### src/rtl/game_flow_ctrl_if.sv
// Signal bundle between the game sequencer and its environment
// (frog movement block, car/VGA drawing logic).
interface game_flow_ctrl_if;
  logic       i_Start;
  logic       i_Frame_Tick;
  logic       i_Has_Collided;
  logic [6:0] i_Score;
  logic [2:0] o_State;
  logic       o_Move_En;
  logic       o_Frog_Reset;
  logic [1:0] o_Lives;
  logic [3:0] o_Level;
  logic       o_Show_Frog;
  logic       o_Game_Over;

  modport slave (
    input  i_Start, i_Frame_Tick, i_Has_Collided, i_Score,
    output o_State, o_Move_En, o_Frog_Reset, o_Lives, o_Level, o_Show_Frog, o_Game_Over
  );

  modport master (
    output i_Start, i_Frame_Tick, i_Has_Collided, i_Score,
    input  o_State, o_Move_En, o_Frog_Reset, o_Lives, o_Level, o_Show_Frog, o_Game_Over
  );
endinterface

### src/rtl/game_flow_ctrl.sv
// Frog game sequencer: play/death/level-up/game-over flow, lives, level,
// frog respawn requests and blink visibility. All outputs registered.
module game_flow_ctrl #(
  parameter int LIVES_INIT      = 3,
  parameter int SCORE_PER_LEVEL = 5,
  parameter int MAX_LEVEL       = 7,
  parameter int DEATH_FRAMES    = 60,
  parameter int LEVELUP_FRAMES  = 90,
  parameter int GAMEOVER_FRAMES = 180,
  parameter int BLINK_FRAMES    = 8
) (
  input logic             i_Clk,
  input logic             i_Rst_L,
  game_flow_ctrl_if.slave bus
);

  localparam logic [2:0] ST_IDLE      = 3'd0;
  localparam logic [2:0] ST_PLAY      = 3'd1;
  localparam logic [2:0] ST_DEATH     = 3'd2;
  localparam logic [2:0] ST_LEVEL_UP  = 3'd3;
  localparam logic [2:0] ST_GAME_OVER = 3'd4;

  localparam logic [1:0] LIVES_C   = 2'(LIVES_INIT);
  localparam logic [6:0] GOALS_C   = 7'(SCORE_PER_LEVEL);
  localparam logic [3:0] MAX_LVL_C = 4'(MAX_LEVEL);
  localparam logic [7:0] DEATH_N   = 8'(DEATH_FRAMES);
  localparam logic [7:0] LVLUP_N   = 8'(LEVELUP_FRAMES);
  localparam logic [7:0] GOVER_N   = 8'(GAMEOVER_FRAMES);
  localparam logic [7:0] BLINK_N   = 8'(BLINK_FRAMES);

  logic [2:0] state_q, state_d;
  logic       move_en_q, move_en_d;
  logic       frog_reset_q, frog_reset_d;
  logic [1:0] lives_q, lives_d;
  logic [3:0] level_q, level_d;
  logic       show_q, show_d;
  logic       game_over_q, game_over_d;
  logic [7:0] timer_q, timer_d;
  logic [7:0] blink_q, blink_d;
  logic [6:0] goal_cnt_q, goal_cnt_d;
  logic       start_low_q;
  logic [6:0] score_prev_q;

  logic       start_edge, goal, tick, blink_wrap;
  logic [7:0] timer_inc;

  // start_low_q clears on reset, so a switch held through reset must be
  // released before it can start a game.
  assign start_edge = bus.i_Start & start_low_q;
  assign goal       = (state_q == ST_PLAY) && (bus.i_Score == score_prev_q + 7'd1);
  assign tick       = bus.i_Frame_Tick;
  assign timer_inc  = timer_q + 8'd1;
  assign blink_wrap = (state_q == ST_DEATH) && tick && (blink_q + 8'd1 == BLINK_N);

  always_comb begin
    state_d      = state_q;
    lives_d      = lives_q;
    level_d      = level_q;
    goal_cnt_d   = goal_cnt_q;
    frog_reset_d = 1'b0;
    timer_d      = tick ? timer_inc : timer_q;
    blink_d      = blink_q;

    case (state_q)
      ST_IDLE: begin
        if (start_edge) begin
          state_d      = ST_PLAY;
          lives_d      = LIVES_C;
          level_d      = 4'd0;
          goal_cnt_d   = 7'd0;
          frog_reset_d = 1'b1;
        end
      end
      ST_PLAY: begin
        if (bus.i_Has_Collided) begin
          state_d      = ST_DEATH;
          lives_d      = lives_q - 2'd1;
          frog_reset_d = 1'b1;
        end else if (goal) begin
          if (goal_cnt_q + 7'd1 == GOALS_C) begin
            state_d    = ST_LEVEL_UP;
            goal_cnt_d = 7'd0;
            level_d    = (level_q < MAX_LVL_C) ? level_q + 4'd1 : level_q;
          end else begin
            goal_cnt_d = goal_cnt_q + 7'd1;
          end
        end
      end
      ST_DEATH: begin
        if (tick) begin
          blink_d = blink_wrap ? 8'd0 : blink_q + 8'd1;
          if (timer_inc == DEATH_N)
            state_d = (lives_q == 2'd0) ? ST_GAME_OVER : ST_PLAY;
        end
      end
      ST_LEVEL_UP: begin
        if (tick && timer_inc == LVLUP_N) begin
          state_d      = ST_PLAY;
          frog_reset_d = 1'b1;
        end
      end
      ST_GAME_OVER: begin
        if (tick && timer_inc == GOVER_N) begin
          state_d = ST_IDLE;
          level_d = 4'd0;
        end
      end
      default: state_d = ST_IDLE;
    endcase

    if (state_d != state_q) begin
      timer_d = 8'd0;
      blink_d = 8'd0;
    end

    move_en_d   = (state_d == ST_PLAY);
    game_over_d = (state_d == ST_GAME_OVER);
    case (state_d)
      ST_PLAY, ST_LEVEL_UP: show_d = 1'b1;
      ST_DEATH:             show_d = (state_q == ST_DEATH) ? (show_q ^ blink_wrap) : 1'b0;
      default:              show_d = 1'b0;
    endcase
  end

  always_ff @(posedge i_Clk or negedge i_Rst_L) begin
    if (!i_Rst_L) begin
      state_q      <= ST_IDLE;
      move_en_q    <= 1'b0;
      frog_reset_q <= 1'b0;
      lives_q      <= 2'd0;
      level_q      <= 4'd0;
      show_q       <= 1'b0;
      game_over_q  <= 1'b0;
      timer_q      <= 8'd0;
      blink_q      <= 8'd0;
      goal_cnt_q   <= 7'd0;
      start_low_q  <= 1'b0;
      score_prev_q <= 7'd0;
    end else begin
      state_q      <= state_d;
      move_en_q    <= move_en_d;
      frog_reset_q <= frog_reset_d;
      lives_q      <= lives_d;
      level_q      <= level_d;
      show_q       <= show_d;
      game_over_q  <= game_over_d;
      timer_q      <= timer_d;
      blink_q      <= blink_d;
      goal_cnt_q   <= goal_cnt_d;
      start_low_q  <= ~bus.i_Start;
      score_prev_q <= bus.i_Score;
    end
  end

  assign bus.o_State      = state_q;
  assign bus.o_Move_En    = move_en_q;
  assign bus.o_Frog_Reset = frog_reset_q;
  assign bus.o_Lives      = lives_q;
  assign bus.o_Level      = level_q;
  assign bus.o_Show_Frog  = show_q;
  assign bus.o_Game_Over  = game_over_q;

endmodule

### src/flat_wrapper.sv
// flat-port wrapper written by rule: the top's interface ports become plain ports
module game_flow_ctrl_flat 
#(
  parameter int LIVES_INIT      = 3,
  parameter int SCORE_PER_LEVEL = 5,
  parameter int MAX_LEVEL       = 7,
  parameter int DEATH_FRAMES    = 60,
  parameter int LEVELUP_FRAMES  = 90,
  parameter int GAMEOVER_FRAMES = 180,
  parameter int BLINK_FRAMES    = 8
)
  (i_Clk, i_Rst_L, bus_i_Start, bus_i_Frame_Tick, bus_i_Has_Collided, bus_i_Score, bus_o_State, bus_o_Move_En, bus_o_Frog_Reset, bus_o_Lives, bus_o_Level, bus_o_Show_Frog, bus_o_Game_Over);
  game_flow_ctrl_if bus_i ();
  input logic i_Clk;
  input logic i_Rst_L;
  input wire logic [$bits(bus_i.i_Start)-1:0] bus_i_Start;
  input wire logic [$bits(bus_i.i_Frame_Tick)-1:0] bus_i_Frame_Tick;
  input wire logic [$bits(bus_i.i_Has_Collided)-1:0] bus_i_Has_Collided;
  input wire logic [$bits(bus_i.i_Score)-1:0] bus_i_Score;
  output wire logic [$bits(bus_i.o_State)-1:0] bus_o_State;
  output wire logic [$bits(bus_i.o_Move_En)-1:0] bus_o_Move_En;
  output wire logic [$bits(bus_i.o_Frog_Reset)-1:0] bus_o_Frog_Reset;
  output wire logic [$bits(bus_i.o_Lives)-1:0] bus_o_Lives;
  output wire logic [$bits(bus_i.o_Level)-1:0] bus_o_Level;
  output wire logic [$bits(bus_i.o_Show_Frog)-1:0] bus_o_Show_Frog;
  output wire logic [$bits(bus_i.o_Game_Over)-1:0] bus_o_Game_Over;
  assign bus_i.i_Start = bus_i_Start;
  assign bus_i.i_Frame_Tick = bus_i_Frame_Tick;
  assign bus_i.i_Has_Collided = bus_i_Has_Collided;
  assign bus_i.i_Score = bus_i_Score;
  assign bus_o_State = bus_i.o_State;
  assign bus_o_Move_En = bus_i.o_Move_En;
  assign bus_o_Frog_Reset = bus_i.o_Frog_Reset;
  assign bus_o_Lives = bus_i.o_Lives;
  assign bus_o_Level = bus_i.o_Level;
  assign bus_o_Show_Frog = bus_i.o_Show_Frog;
  assign bus_o_Game_Over = bus_i.o_Game_Over;
  game_flow_ctrl #(.LIVES_INIT(LIVES_INIT), .SCORE_PER_LEVEL(SCORE_PER_LEVEL), .MAX_LEVEL(MAX_LEVEL), .DEATH_FRAMES(DEATH_FRAMES), .LEVELUP_FRAMES(LEVELUP_FRAMES), .GAMEOVER_FRAMES(GAMEOVER_FRAMES), .BLINK_FRAMES(BLINK_FRAMES)) u_core (.i_Clk(i_Clk), .i_Rst_L(i_Rst_L), .bus(bus_i));
endmodule
### config.mk
export PLATFORM = sky130hd
export DESIGN_NAME = game_flow_ctrl_flat
export DESIGN_NICKNAME = d
export VERILOG_FILES = /design/src/rtl/game_flow_ctrl_if.sv /design/src/rtl/game_flow_ctrl.sv /design/src/flat_wrapper.sv
export SDC_FILE = /design/constraint.sdc
export NUM_CORES = 1
export LEC_CHECK = 0
export ABC_AREA = 0
export BUFFER_PORTS_ARGS = -buffer_cell sky130_fd_sc_hd__buf_2
export CAP_MARGIN = 20
export CORE_ASPECT_RATIO = 0.9
export CORE_MARGIN = 3
export CORE_UTILIZATION = 35
export CTS_CLUSTER_SIZE = 28
export DETAILED_ROUTE_END_ITERATION = 12
export PLACE_DENSITY = 0.59
export REMOVE_ABC_BUFFERS = 1
export SLEW_MARGIN = 0
export SYNTH_ARGS = -nofsm -noshare
export SYNTH_HDL_FRONTEND = slang
export SYNTH_SLANG_ARGS = --single-unit
### constraint.sdc
create_clock -name i_Clk -period 3.05 [get_ports i_Clk]
set_input_delay 0.1525 -clock i_Clk [delete_from_list [all_inputs] [get_ports i_Clk]]
set_output_delay 0.1525 -clock i_Clk [all_outputs]
set_load 0.005 [all_outputs]
Word-level counts from Yosys, hierarchy flattened
Cells that the tools add are included.
{"block": "totals", "regBits": 44, "inputBits": 12, "wordCells": 97}
{"block": "classes", "n_addsub": 6, "order_cmp": 1, "n_eq_ne": 22, "muxes": 37, "bitwise": 3, "n_reduce_logical": 16}
{"op": "$mux 8", "n": 6}
{"op": "$mux 7", "n": 4}
{"op": "$mux 3", "n": 9}
{"op": "$mux 4", "n": 6}
{"op": "$add 8x1->8 const B", "n": 2}
{"op": "$pmux 3 s5", "n": 1}
{"op": "$add 7x1->7 const B", "n": 2}
{"op": "$pmux 7 s2", "n": 1}
{"op": "$eq 3x2->1 const B", "n": 4}
{"op": "$pmux 4 s3", "n": 1}
{"op": "$eq 8x4->1 const B", "n": 1}
{"op": "$eq 8x6->1 const B", "n": 1}
{"op": "$eq 8x7->1 const B", "n": 1}
{"op": "$eq 8x8->1 const B", "n": 1}
{"op": "$ne 2x2->1 const B", "n": 4}
{"op": "$eq 7x3->1 const B", "n": 1}
{"op": "$eq 7x7->1", "n": 1}
{"op": "$reduce_and 7->1", "n": 1}
{"op": "$eq 3x1->1 const B", "n": 2}
{"op": "$eq 3x3->1 const B", "n": 2}
{"op": "$ne 2x1->1 const B", "n": 3}
{"op": "$reduce_bool 2->1", "n": 3}
{"op": "$logic_and 1x1->1", "n": 5}
{"op": "$add 4x1->4 const B", "n": 1}
{"op": "other kinds (18)", "n": 22}

Logic depth before layout (Yosys ltp)
{"block": "depth", "word_depth": 9, "ltp_mapped": 9, "depth_no_buf": 7}

Worst setup path before layout
No wires, ideal clock.
{"block": "synth_timing", "path_kind": "reg-to-reg", "startpoint": "register u_core.score_prev_q[0]", "endpoint": "register u_core.blink_q[6]", "setup_ps": 127, "t_arrival_ps": 2216, "t_required_ps": 2923, "setup_slack_ps": 708, "stages_incl_launch_ff": 8, "path_buffers": 1, "period_less_slack_ps": 2342, "cell_sequence": "dfrtp_1 > ha_1 > or4b_4 > o2111ai_4 > nand4_2 > a211oi_4 > buf_6 > nor3_2"}
{"block": "synth_between", "elab_chain_len": 9, "word_cells_on_any_way": 11, "classes_between": "add/sub (1); eq/ne (2); mux (4); reduce/logical (4)"}
{"item": "from (decl)", "line_no": "game_flow_ctrl.sv:42", "text": "logic [6:0] score_prev_q;"}
{"item": "from (signal assigned)", "line_no": "game_flow_ctrl.sv:151", "text": "score_prev_q <= bus.i_Score;"}
{"item": "$add 7x1->7 (*)", "line_no": "game_flow_ctrl.sv:50", "text": "assign goal = (state_q == ST_PLAY) && (bus.i_Score == score_prev_q + 7'd1);"}
{"item": "$eq 7x7->1 (*)", "line_no": "game_flow_ctrl.sv:50"}
{"item": "$logic_and 1x1->1 (*)", "line_no": "game_flow_ctrl.sv:50"}
{"item": "$mux 3 (*)", "line_no": "game_flow_ctrl.sv:79", "text": "end else if (goal) begin"}
{"item": "$mux 3 (*)", "line_no": "game_flow_ctrl.sv:75", "text": "if (bus.i_Has_Collided) begin"}
{"item": "$pmux 3 s5 (*)", "line_no": "game_flow_ctrl.sv:64", "text": "case (state_q)"}
{"item": "$ne 3x3->1 (*)", "line_no": "game_flow_ctrl.sv:111", "text": "if (state_d != state_q) begin"}
{"item": "$reduce_bool 2->1 (no line)"}
{"item": "$reduce_and 2->1 (no line)"}
{"item": "to (signal assigned)", "line_no": "game_flow_ctrl.sv:148", "text": "blink_q <= blink_d;"}
{"item": "to (decl)", "line_no": "game_flow_ctrl.sv:39", "text": "logic [7:0] blink_q, blink_d;"}
Every way passes the cells marked *; elsewhere a longest branch is shown, timed or not.
A chain may end at the register's enable or synchronous reset.

Final worst setup path
{"block": "layout_timing", "startpoint": "register u_core.score_prev_q[0]", "endpoint": "register u_core.timer_q[1]"}
{"block": "layout_between", "elab_chain_len": 8, "word_cells_on_any_way": 9, "classes_between": "add/sub (1); eq/ne (2); mux (4); reduce/logical (2)"}
{"item": "$add 7x1->7 (*)", "line_no": "game_flow_ctrl.sv:50"}
{"item": "$eq 7x7->1 (*)", "line_no": "game_flow_ctrl.sv:50"}
{"item": "$logic_and 1x1->1 (*)", "line_no": "game_flow_ctrl.sv:50"}
{"item": "$mux 3 (*)", "line_no": "game_flow_ctrl.sv:79"}
{"item": "$mux 3 (*)", "line_no": "game_flow_ctrl.sv:75"}
{"item": "$pmux 3 s5 (*)", "line_no": "game_flow_ctrl.sv:64"}
{"item": "$ne 3x3->1 (*)", "line_no": "game_flow_ctrl.sv:111"}
{"item": "$mux 8 / $reduce_bool 2->1 (equally long branches)"}
{"item": "to (signal assigned)", "line_no": "game_flow_ctrl.sv:147", "text": "timer_q <= timer_d;"}
{"item": "to (decl)", "line_no": "game_flow_ctrl.sv:38", "text": "logic [7:0] timer_q, timer_d;"}
Marks and branches as above.

==> qor.csv <==
stage,metric,value,unit
routing,dr.max_layer_used,met4,
logic_synthesis,ys_types,68,
grt,grt_pass1_wl,10710,µm
cells_and_area,nets,346,
power_and_ir_drop,seqPwrFrac,38.8,%
critical_path,critPathKind,reg -> reg,
critical_path,rr_endpoint,u_core.timer_q[1],
placement,gp_congestion,0.7778,
critical_path,cp_slowest_cell,or4b_4,
floorplanning,die-width,101.3,µm
timing,max_freq,394.0,MHz
routing,routedWlPerCell,14.17,µm
cts,cts-root-buf,clkbuf_8,
logic_synthesis,syn_avg_cell_area,9.829,µm²
logic_synthesis,synth-warning-count,0,
routing,dr_wl_met2,2681,µm
cts,cts_max_path_buffers,2,
cts,clk_latency,300,ps
hold_path,hold_class,in -> reg,
logic_synthesis,synth-edff-count,0,
routing,finalWirelength,5967,µm
cells_and_area,fin_util,41.97,%
critical_path,worstReg2RegStart,u_core.score_prev_q[0],
timing,final-setup-viol-count,0,
logic_synthesis,yosys-top-cells-area,"dfrtp_1 (38%), ha_1 (4.4%), xnor2_1 (4.0%), xor2_1 (3.7%), nor3_2 (3.5%)",
timing,rsz0062_at_grt,no,
hold_path,hold_path_depth,1,
critical_path,worstPathMaxFanout,16,
critical_path,startpoint,u_core.score_prev_q[0],
logic_synthesis,synth_flop_cell,dfrtp_1,
cells_and_area,layout-drive-gt1-share,21.85,%
power_and_ir_drop,p_int,1.264,mW
power_and_ir_drop,power,2.085,mW
floorplanning,core_area,7732,µm²
cts,cts_tree,done,
grt,antenna_found_initial,0,
power_and_ir_drop,powerDensity,642.3,nW/µm²
logic_synthesis,netlist_area,2860,µm²
power_and_ir_drop,pwr-share-comb,39.1,%
floorplanning,die_height,91.76,µm
logic_synthesis,yosysSeqAreaShare,38.50,%
critical_path,cp.required,3220,ps
critical_path,ff2ff_path_depth,7,
timing,post-route-worst-setup-slack,511.6,ps
critical_path,setup.worst_path.end,u_core.timer_q[1],
critical_path,r2r_slack,510,ps
timing,post-route-min-period,2538,ps
power_and_ir_drop,swShare,39.35,%
logic_synthesis,netlist_instances,291,
timing,max-slew-margin-rel,63.05,%
logic_synthesis,async_flop_share,100.0,%
timing,drv_slew,0,
cts,numCtsBuffers,5,
placement,placed_area,3034,µm²
critical_path,critical_path_arrival,2710,ps
routing,final_antenna_net_count,0,
grt,grt_pass1_vias,2231,
grt,grt_start_max_net_pins,45,
power_and_ir_drop,power_frac_clock,22.1,%
timing,fin_crit_sh,83.23,%
routing,met3WireLength,180,µm
outcome,status,completed,
placement,dp_hpwl,4311,µm
placement,numPortBuffers,24,
floorplanning,initial_utilization,36.99,%
routing,drc,0,
cells_and_area,diodes,0,
critical_path,max_stage_delay,570,ps
routing,via_count,2243,
critical_path,crit_chain,ha_1 > or4b_4 > o2111ai_4 > nand4_2 > a211oi_4 > buf_4 > a2111oi_0,
floorplanning,rows,30,
critical_path,cp-start-kind,flop,
cts,htreeDepth,2,
grt,globalRouteOverflowTotal,0,
power_and_ir_drop,p_leak,1.439,nW
logic_synthesis,yosys.area.top_type,dfrtp_1,
cells_and_area,design_area,3246,µm²
cells_and_area,area_growth,13.47,%
cts,path_clk_slew,90,ps
timing,tightest_slew,550.0,ps
timing,finalClockSkew,4.831,ps
timing,setup-tns-final,0,ps
logic_synthesis,yosysTopAreaCellShare,38.50,%
logic_synthesis,synth_seq_cells,44,
floorplanning,dieArea,9294,µm²
routing,met1_length,3044,µm
cts,cts.sinks,44,
routing,dr.pass1.iters,4,
routing,via_per_inst,5.328,
timing,hold_viol,0,
placement,pre_cts_ws,537.8,ps
critical_path,end_kind,flop,
routing,drt-initial-drc-count,84,
grt,grt_usage,13.86,%
job,maxCapViolCount,0,
power_and_ir_drop,p_switching,0.8204,mW
floorplanning,ios,25,
power_and_ir_drop,vdd_drop_max,246.4,µV
==> cell usage after synthesis, drive strengths merged, types with 2 or more instances <==
library cell,n
a21bo,2
nor2b,3
a211o,3
nor3b,3
or3,2
inv,14
and3,7
nand4,10
nand3,13
or4b,2
or4,2
dfrtp,44
a31oi,3
clkbuf,4
nand4b,2
mux2i,3
o21a,3
nor2,19
a2111oi,2
xnor2,14
xor2,12
o41ai,4
a21oi,6
nand2,21
nand3b,3
nor3,25
mux2,2
a31o,3
and2,4
ha,10
o211ai,2
a41oi,4
o21ai,10
or2,2
a211oi,6
buf,9
==> kinds of logic (layout without fill, tap and decap cells) <==
| group | count (synthesis) | count (layout) | share of synthesized area, % |
|---|---|---|---|
| xor+xnor | 26 | 26 | 8.224 |
| mux | 5 | 5 | 1.837 |
| compound gates | 59 | 59 | 16.75 |
| fa+ha+maj | 10 | 10 | 4.374 |
| flops | 44 | 44 | 38.50 |
| simple gates | 120 | 120 | 24.58 |
| buf+inv | 27 | 61 | 5.730 |
==> worst min path at each step <==
stage / from / endpoint / slack, ps
after CTS: bus_i_Score[6] / u_core.score_prev_q[6] / 0.002
final: bus_i_Score[5] / u_core.score_prev_q[5] / 30
after global placement: bus_i_Score[3] / u_core.score_prev_q[3] / 290
after detailed placement: bus_i_Score[3] / u_core.score_prev_q[3] / 290
after global routing: bus_i_Score[5] / u_core.score_prev_q[5] / 20
after floorplan: i_Rst_L / u_core.blink_q[0] / -140
==> registers in the layout, indices dropped and copies added (netlist names), 2 cells and up <==
signal               cells
u_core.blink_q           8
u_core.bus.o_Level       4
u_core.bus.o_Lives       2
u_core.bus.o_State       3
u_core.goal_cnt_q        7
u_core.score_prev_q      7
u_core.timer_q           8
==> layout by cell type, fill, tap and decap left out, drive strengths merged, types with 7 or more instances in the layout <==
cell         synthesis  layout
inv                 14      14
nor2                19      19
nand4               10      10
and3                 7       7
nand3               13      13
o21ai               10      10
nor3                25      25
ha                  10      10
xor2                12      12
dfrtp               44      44
dlygate4sd3          0       8
buf                  9      31
nand2               21      21
xnor2               14      14
==> per-stage QoR <==
| stage | hold WS [ps] | std cells |
|---|---|---|
| floorplan | -143.1 | 278 |
| global placement | 286.3 | 404 |
| detailed placement | 289.1 | 404 |
| CTS | 0.001693 | 418 |
| global route | 24.31 | 421 |
| finish | 33.52 | 421 |
==> repair_timing <==
item                       in CTS  in global routing
setup endpoints to repair       0                  0
hold endpoints to repair        6                 19
hold buffers                    6                  2
setup buffers                   0                  0
gates resized for setup         0                  0
==> cell type report <==
type,count,area [µm²]
clock buffer,5,68.82
inverter,14,52.55
clock inverter,3,42.54
multi-input combinational,220,1595
timing repair buffer,39,265.3
sequential,44,1101
fill,769,4487
tap,96,120.1
==> power by group through the flow <==
stage	Combinational (mW)	Clock [mW]	Sequential, mW
floorplan	0.521	0	0.828
global placement	0.796	0	0.816
detailed placement	0.807	0	0.822
CTS	0.817	0.476	0.810
global route	0.923	0.503	0.831
finish	0.814	0.461	0.810
==> worst max-delay path, delay by kind of cell, from the launching register on <==
| family | cells | cell delay [ps] |
|---|---|---|
| buf+inv | 1 | 300 |
| flops | 1 | 460 |
| simple gates | 2 | 750 |
| fa+ha+maj | 1 | 300 |
| compound gates | 3 | 590 |
==> layer usage <==
| layer | vias to the layer above | GRT usage, % |
|---|---|---|
| met5 | - | 0 |
| met4 | 0 | 3.654 |
| met3 | 7 | 1.901 |
| met2 | 33 | 21.57 |
| met1 | 1080 | 20.08 |
| li1 | 1123 | - |
Power figures use the tool's default switching activity.
